### config.mk
export PLATFORM = sky130hd
export DESIGN_NAME = icache_responder
export DESIGN_NICKNAME = d
export VERILOG_FILES = /design/src/rtl/icache_responder.sv
export SDC_FILE = /design/constraint.sdc
export NUM_CORES = 1
export LEC_CHECK = 0
export CAP_MARGIN = 15
export CORE_MARGIN = 1
export CORE_UTILIZATION = 50
export DETAILED_ROUTE_END_ITERATION = 10
export PLACE_DENSITY = 0.7
export SYNTH_ARGS = -nofsm -noshare
export SYNTH_HDL_FRONTEND = slang
export SYNTH_SLANG_ARGS = --single-unit
export TNS_END_PERCENT = 1
### constraint.sdc
create_clock -name CLK -period 6 [get_ports CLK]
set_input_delay 0.9 -clock CLK [delete_from_list [all_inputs] [get_ports CLK]]
set_output_delay 0.9 -clock CLK [all_outputs]
set_load 0.02 [all_outputs]
### src/rtl/icache_responder.sv
// Direct-mapped, one-word-block instruction cache responder.
// Optional hit/miss counters when ICACHE_STATS_EN is defined.
module icache_responder #(
    parameter int SETS = 16
) (
    input  logic        CLK,
    input  logic        RST,
    input  logic        imemREN,
    input  logic [31:0] imemaddr,
    input  logic        inval,
    output logic        ihit,
    output logic [31:0] imemload,
    output logic        iREN,
    output logic [31:0] iaddr,
    input  logic        iwait,
    input  logic [31:0] iload
`ifdef ICACHE_STATS_EN
    ,
    output logic [31:0] hit_count,
    output logic [31:0] miss_count
`endif
);
    localparam int IDX_W = $clog2(SETS);
    localparam int TAG_W = 30 - IDX_W;

    typedef enum logic {COMPARE, FETCH} state_t;

    state_t             state, state_n;
    logic [31:0]        miss_addr, miss_addr_n;
    logic [SETS-1:0]    valid;
    logic [TAG_W-1:0]   tags [SETS];
    logic [31:0]        data [SETS];

    logic [IDX_W-1:0]   req_idx, fill_idx;
    logic [TAG_W-1:0]   req_tag, fill_tag;
    logic               lookup_hit, fill, miss_start;

    assign req_idx  = imemaddr[IDX_W+1:2];
    assign req_tag  = imemaddr[31:IDX_W+2];
    assign fill_idx = miss_addr[IDX_W+1:2];
    assign fill_tag = miss_addr[31:IDX_W+2];

    assign lookup_hit = valid[req_idx] && (tags[req_idx] == req_tag);

    always_comb begin
        state_n     = state;
        miss_addr_n = miss_addr;
        ihit        = 1'b0;
        imemload    = 32'h0;
        iREN        = 1'b0;
        iaddr       = 32'h0;
        fill        = 1'b0;
        miss_start  = 1'b0;
        unique case (state)
            COMPARE: begin
                if (imemREN && lookup_hit) begin
                    ihit     = 1'b1;
                    imemload = data[req_idx];
                end else if (imemREN) begin
                    miss_start  = 1'b1;
                    miss_addr_n = {imemaddr[31:2], 2'b00};
                    state_n     = FETCH;
                end
            end
            FETCH: begin
                iREN  = 1'b1;
                iaddr = miss_addr;
                if (!iwait) begin
                    fill    = 1'b1;
                    state_n = COMPARE;
                end
            end
            default: state_n = COMPARE;
        endcase
    end

    always_ff @(posedge CLK) begin
        if (RST) begin
            state     <= COMPARE;
            miss_addr <= 32'h0;
        end else begin
            state     <= state_n;
            miss_addr <= miss_addr_n;
        end
    end

    // Invalidate wins over a fill landing in the same cycle.
    always_ff @(posedge CLK) begin
        if (RST || inval) begin
            valid <= '0;
        end else if (fill) begin
            valid[fill_idx] <= 1'b1;
        end
    end

    always_ff @(posedge CLK) begin
        if (!RST && fill) begin
            tags[fill_idx] <= fill_tag;
            data[fill_idx] <= iload;
        end
    end

`ifdef ICACHE_STATS_EN
    always_ff @(posedge CLK) begin
        if (RST) begin
            hit_count  <= 32'h0;
            miss_count <= 32'h0;
        end else begin
            if (ihit && hit_count != 32'hFFFF_FFFF)
                hit_count <= hit_count + 32'h1;
            if (miss_start && miss_count != 32'hFFFF_FFFF)
                miss_count <= miss_count + 32'h1;
        end
    end
`endif

endmodule

==> results of run 1 <==
-- state kept, by name (all words and copies together) (netlist names) --
| name | count |
|---|---|
| valid | 16 |
| state | 1 |
| tags | 416 |
| data | 512 |
| miss_addr | 30 |
-- cell usage after synthesis (all sizes together), types with 15 or more instances --
cell type | number | area share, %
a21oi | 23 | 0.30
xor2 | 15 | 0.34
xnor2 | 18 | 0.40
nor2 | 51 | 0.49
nand3 | 15 | 0.19
nand2 | 57 | 0.55
clkbuf | 70 | 0.67
dfxtp | 47 | 2.4
nor3b | 23 | 0.44
edfxtp | 928 | 72
nor2b | 44 | 0.93
and2 | 35 | 0.56
o21ai | 38 | 0.49
o311ai | 30 | 0.67
buf | 49 | 0.83
mux2i | 57 | 1.5
nor3 | 15 | 0.19
mux4 | 252 | 15
a32oi | 31 | 0.70
-- cell families (layout without fill, tap and decap cells) --
family / after synthesis / count (layout)
other: 1 / 3
multiplexers: 320 / 320
XOR/XNOR: 33 / 33
AO/OA/AOI/OAI: 169 / 169
buffers and inverters: 130 / 408
flip-flops: 975 / 975
AND/OR/NAND/NOR: 278 / 278
-- path summary, 6_finish.rpt --
| check | from | end | slack, ns | cells after the start |
|---|---|---|---|---|
| setup reg to reg | tags[7][21]$_DFFE_PP_ | miss_addr[20]$_SDFFE_PP0P_ | 2.41 | 9 |
| setup / recovery | imemaddr[10] | imemload[11] | 0.13 | 10 |
| hold / removal | valid[11]$_SDFFE_PP0P_ | valid[11]$_SDFFE_PP0P_ | 0.47 | 2 |
| hold reg to reg | valid[11]$_SDFFE_PP0P_ | valid[11]$_SDFFE_PP0P_ | 0.47 | 2 |
-- through the flow --
stage                     hold WS [ns]  power [uW]  util, %
after floorplan                 0.4315        8219        -
after global placement          0.4433        8523    54.83
after detailed placement        0.4537        8549    54.83
after CTS                       0.4670       14550    59.01
after global routing            0.4990       14850    59.14
final                           0.4691       14460    59.15
-- power by group --
| group | internal (uW) | switching, uW | total, uW |
|---|---|---|---|
| Clock | 3540 | 2510 | 6050 |
| Sequential | 7540 | 113 | 7650 |
| Combinational | 353 | 407 | 760 |
-- timing repair --
item | CTS | global route
gates resized for setup | 1 | 37
pin swaps | 1 | 0
endpoints found under the setup margin | 29 | 33
-- cell type report --
type                       count  share of cell area, %
tap                         1030                  2.845
sequential                   975                  63.60
antenna                        1               0.005525
inverter                       9                0.07735
clock buffer                 124                  5.740
multi-input combinational    802                  21.33
clock inverter                53                  1.326
timing repair buffer         222                  5.080
-- critical path, stage by stage --
cell and delay (ns):
clkdlybuf4s50_1 0.61, xor2_1 0.21, a21oi_1 0.13, or4_1 0.52
or4b_1 0.51, or4_1 0.54, or4_4 0.63, buf_4 0.23
nor2b_4 0.09, clkdlybuf4s50_1 0.59
-- metal layers --
metal	vias to the layer above	GRT usage [%]	routed length, um
met2	958	36.71	43250
met3	179	4.589	7772
met5	-	0	27
li1	8333	-	-
met1	10610	33.23	36900
met4	6	7.132	2445
==> qor.csv, run 1 <==
stage,metric,value,unit
run_status,outcome,"complete, no violations",
floorplan,dieArea,79040,um2
floorplan,row_count,101,
cts,tritoncts,built,
cells_and_area,mostFrequentLayoutCell,edfxtp_1,
logic_synthesis,synth_top_family_by_area,multiplexers,
timing,fmax,170.5,MHz
drt,drc,0,
placement,dp.cells,3039,
critical_path,arrival,4.97,ns
timing,skew,0.02479,ns
critical_path,endpoint_kind,output pin,
cells_and_area,finish.instance_area,45290,um2
floorplan,core_area,76580,um2
floorplan,fp.dieW,281.1,um
logic_synthesis,synth_warnings,0,
timing,rsz0062_at_grt,false,
cts,cts_buffers,95,
logic_synthesis,synth_edf_count,928,
cts,cts_root_buf,clkbuf_16,
floorplan,io_pins,135,
logic_synthesis,synth_area,38960,um2
drt,antenna_left,0,
placement,dp_hpwl,47.83,mm
cts,clock_tree.buffer_depth,3,
timing,drv_slew,0,
power,ir_drop,220.2,uV
global_routing,grt_pass1_vias,20640,
global_routing,grt_overflow_total,0,
drt,firstDrtPassIters,5,
cells_and_area,n_fill_cell,5469,
cells_and_area,area_growth,16.26,%
logic_synthesis,ys.flop_type,edfxtp_1,
cts,post_cts_buffers,0,
timing,post-route-period-util,97.77,%
timing,setup_tns,0,ns
min_path,hold_class,register to register,
timing,hold_violations,0,
logic_synthesis,synthMuxAreaShare,16.39,%
critical_path,worst_ep_required_time,5.10,ns
cells_and_area,multi_input_comb_area,9659,um2
timing,min_period,5.866,ns
logic_synthesis,ys_seq_area_share,73.94,%
placement,placed_area,41990,um2
global_routing,grt_max_degree,64,
logic_synthesis,synth_cell_types,67,
timing,worst_slew_pin_slew,1.116,ns
logic_synthesis,synth-simple-area-share,4.063,%
logic_synthesis,synth_area_per_cell,20.44,um2
placement,gp_congestion,0.8434,
cts,postCtsHoldBufs,0,
job,cap_violations,0,
logic_synthesis,synth_compound_area_share,3.208,%
logic_synthesis,synth_xor_area_share,0.7419,%
cts,clock_latency,0.66,ns
cts,cts.sinks,975,
drt,routed_wl,90.40,mm
logic_synthesis,synthAdderAreaFrac,0,%
cells_and_area,seqCellArea,28810,um2
power,p_leak,0.01483,uW
drt,drtIter0Drc,1998,
timing,slew_headroom,25.62,%
logic_synthesis,synth-seq-cells,975,
cells_and_area,layout_common_cells,"edfxtp_1, mux4_2, clkdlybuf4s50_1",
logic_synthesis,syn_inst,1906,
timing,setup_viol,0,
placement,pre_cts_ws,-0.05069,ns
critical_path,critPathKind,input port to output pin,
cts,htree_num_levels,3,
global_routing,grt_pass1_wl,133.1,mm
cts,path_clk_slew,0.06,ns
logic_synthesis,synthArstFlopShare,0,%
floorplan,initial_core_util,50.87,%
cells_and_area,final_nets,2174,
timing,setup_slack,0.1339,ns
cells_and_area,drive_gt1_share,25.63,%
drt,detail_route.vias_per_cell,6.245,
drt,wl_per_cell,28.11,um
power,power.density,319.2,nW/um2
cells_and_area,final_cells,3216,
floorplan,die_h,281.1,um
critical_path,crit_fanout,12,
placement,port_buffers,130,
drt,vias,20080,
global_routing,antenna_found_initial,4,
global_routing,grt_use_total,23.35,%
critical_path,start_kind,input port,
Note: power is estimated with default switching activity, not from simulation.
==> run 2: changes to the inputs <==
- PLACE_DENSITY: 0.7 -> 0.67
- clock period: 6 -> 6.8 ns (I/O delays scaled with it)
==> run 2 against run 1 <==
  * Die area stayed put
  * Worst hold slack better by 0.00075 ns
  * Global-route usage increased by 0.059 points
  * Critical path type unchanged
  * Critical endpoint is now imemload[15]
  * Largest power group unchanged
  * Highest routed layer unchanged
==> qor.csv, run 2 (synthesis gave the netlist of run 1 again) <==
stage,metric,value,unit,change
power,power_frac_seq,52.8,%,about the same
floorplan,die_h,281.1,um,unchanged
cts,cts_buffers,97,,+2.1%
critical_path,arrival,5.36,ns,+0.39 ns
timing,drv_slew,0,,unchanged
drt,routed_wl,90.53,mm,+0.15%
global_routing,grt_max_degree,69,,+7.8%
cts,tritoncts,built,,
power,power.density,283.9,nW/um2,-11%
floorplan,io_pins,135,,unchanged
timing,setup_slack,0.4159,ns,+0.2821 ns
cells_and_area,layout_common_cells,"edfxtp_1, mux4_2, clkdlybuf4s50_1",,
power,power_frac_comb,5.1,%,-0.2 points
min_path,hold_class,register to register,,
critical_path,slowest_delay,0.73,ns,+0.10 ns
cells_and_area,drive_gt1_share,24.75,%,-0.88 points
cts,post_cts_resize_count,0,,-1
global_routing,grt_pass1_vias,19990,,-3.1%
cells_and_area,final_cells,3197,,-0.59%
cts,post_cts_buffers,0,,unchanged
timing,fmax,156.6,MHz,
cells_and_area,reg.largest.list,"data x512, tags x416, miss_addr x30",,
placement,port_buffers,130,,unchanged
drt,detail_route.vias_per_cell,6.201,,-0.70%
placement,dp_hpwl,49.27,mm,+3.0%
power,clkPwrFrac,42.0,%,+0.2 points
floorplan,row_count,101,,unchanged
cells_and_area,post-route-util,58.74,%,-0.41 points
power,internal-power,10110,uW,-12%
global_routing,antenna_found_initial,3,,-1
cts,path_clk_slew,0.06,ns,about the same
critical_path,critPathKind,input port to output pin,,
floorplan,fp.dieW,281.1,um,unchanged
timing,slew_headroom,20.40,%,-5.2 points
drt,antenna_left,0,,unchanged
cts,postCtsHoldBufs,0,,unchanged
cells_and_area,area_growth,15.45,%,
timing,skew,0.02076,ns,-0.004026 ns
power,p_leak,0.01421,uW,-4.2%
timing,worst_slew_pin_slew,1.191,ns,+0.07545 ns
timing,setup_tns,0,ns,unchanged
critical_path,endpoint_kind,output pin,,
cts,clock_latency,0.65,ns,about the same
floorplan,dieArea,79040,um2,unchanged
timing,setup_viol,0,,unchanged
placement,dp.cells,3020,,-0.63%
drt,firstDrtPassIters,7,,+2
floorplan,initial_core_util,50.87,%,unchanged
critical_path,path_buf_inv,4,,+1
cells_and_area,mostFrequentLayoutCell,edfxtp_1,,
global_routing,grt_use_total,23.41,%,+0.059 points
timing,post-route-period-util,93.88,%,
critical_path,cp_cell_sequence,buf_8 > buf_4 > mux4_2 > mux2_2 > nor2_1 > a2111oi_0 > nand4_1 > or4_1 > or4_4 > buf_12 > nor2b_2 > clkdlybuf4s50_1,,
cts,cts.sinks,975,,unchanged
timing,min_period,6.384,ns,
timing,rsz0062_at_grt,false,,
timing,hold_violations,0,,unchanged
floorplan,core_area,76580,um2,unchanged
critical_path,crit_family,buffers and inverters,,
drt,wl_per_cell,28.32,um,+0.75%
placement,pre_cts_ws,0.3944,ns,+0.4450 ns
run_status,outcome,"complete, no violations",,
drt,drtIter0Drc,2141,,+7.2%
cts,clock_tree.buffer_depth,3,,unchanged
cts,cts_root_buf,clkbuf_16,,
power,ir_drop,215.6,uV,-2.1%
power,p_sw,2657,uW,-12%
critical_path,start_kind,input port,,
critical_path,worst_ep_required_time,5.78,ns,+0.68 ns
critical_path,cp_slowest_cell,or4_4,,
global_routing,grt_pass1_wl,132.8,mm,-0.17%
power,swShare,20.81,%,-0.12 points
cts,htree_num_levels,3,,unchanged
cells_and_area,final_nets,2158,,-0.74%
placement,gp_congestion,0.8281,,-1.8%
cells_and_area,largest-register,data,,
job,cap_violations,0,,unchanged
global_routing,grt_overflow_total,0,,unchanged
cells_and_area,largest_register_ffs,512,,unchanged
drt,drc,0,,unchanged
critical_path,crit_fanout,39,,+27
drt,vias,19830,,-1.3%
-- run 2: power by group through the flow --
stage / sequential (uW) / clock (uW) / combinational, uW
after floorplan: 6830 / 0 / 420
after global placement: 6860 / 0 / 650
after detailed placement: 6870 / 0 / 659
after CTS: 6750 / 5450 / 663
after global routing: 6760 / 5680 / 701
final: 6750 / 5360 / 657
-- run 2: final timing paths --
path,depth (start not counted),from,slack [ns],to
worst max-delay path,12,imemaddr[4],0.42,imemload[15]
worst min-delay path,2,valid[12]$_SDFFE_PP0P_,0.47,valid[12]$_SDFFE_PP0P_
worst max register to register,9,tags[3][21]$_DFFE_PP_,3.12,miss_addr[15]$_SDFFE_PP0P_
worst min register to register,2,valid[12]$_SDFFE_PP0P_,0.47,valid[12]$_SDFFE_PP0P_
-- run 2: per-stage QoR --
stage	hold slack (ns)	total power, uW	instance area (um2)
after floorplan	0.4315	7252	38960
after global placement	0.4433	7513	41760
after detailed placement	0.4560	7534	41780
after CTS	0.4703	12860	44980
after global routing	0.4876	13130	44980
final	0.4698	12770	44980
-- run 2: layout make-up --
class,instances,area [um2]
Fill cell,5553,31600
Clock buffer,118,2549
Timing Repair Buffer,204,2013
Antenna cell,1,2.502
Multi-Input combinational cell,802,9635
Tap cell,1030,1289
Inverter,9,35.03
Clock inverter,58,649.4
Sequential cell,975,28810
-- run 2: per-layer routing --
layer | wire length [um] | share of wire [%] | vias to the layer above | global-route usage (%)
met5 | 25 | 0.028 | - | 0
met4 | 1990 | 2.2 | 4 | 6.894
met3 | 7389 | 8.2 | 131 | 3.517
met2 | 43080 | 48 | 927 | 36.49
met1 | 38040 | 42 | 10450 | 34.52
li1 | - | - | 8312 | -
-- run 2: tightest hold or removal path, delay by kind of cell, from the launching register on --
| family | cells | cell delay [ns] |
|---|---|---|
| simple gates | 1 | 0.07 |
| compound gates | 1 | 0.04 |
| flops | 1 | 0.32 |
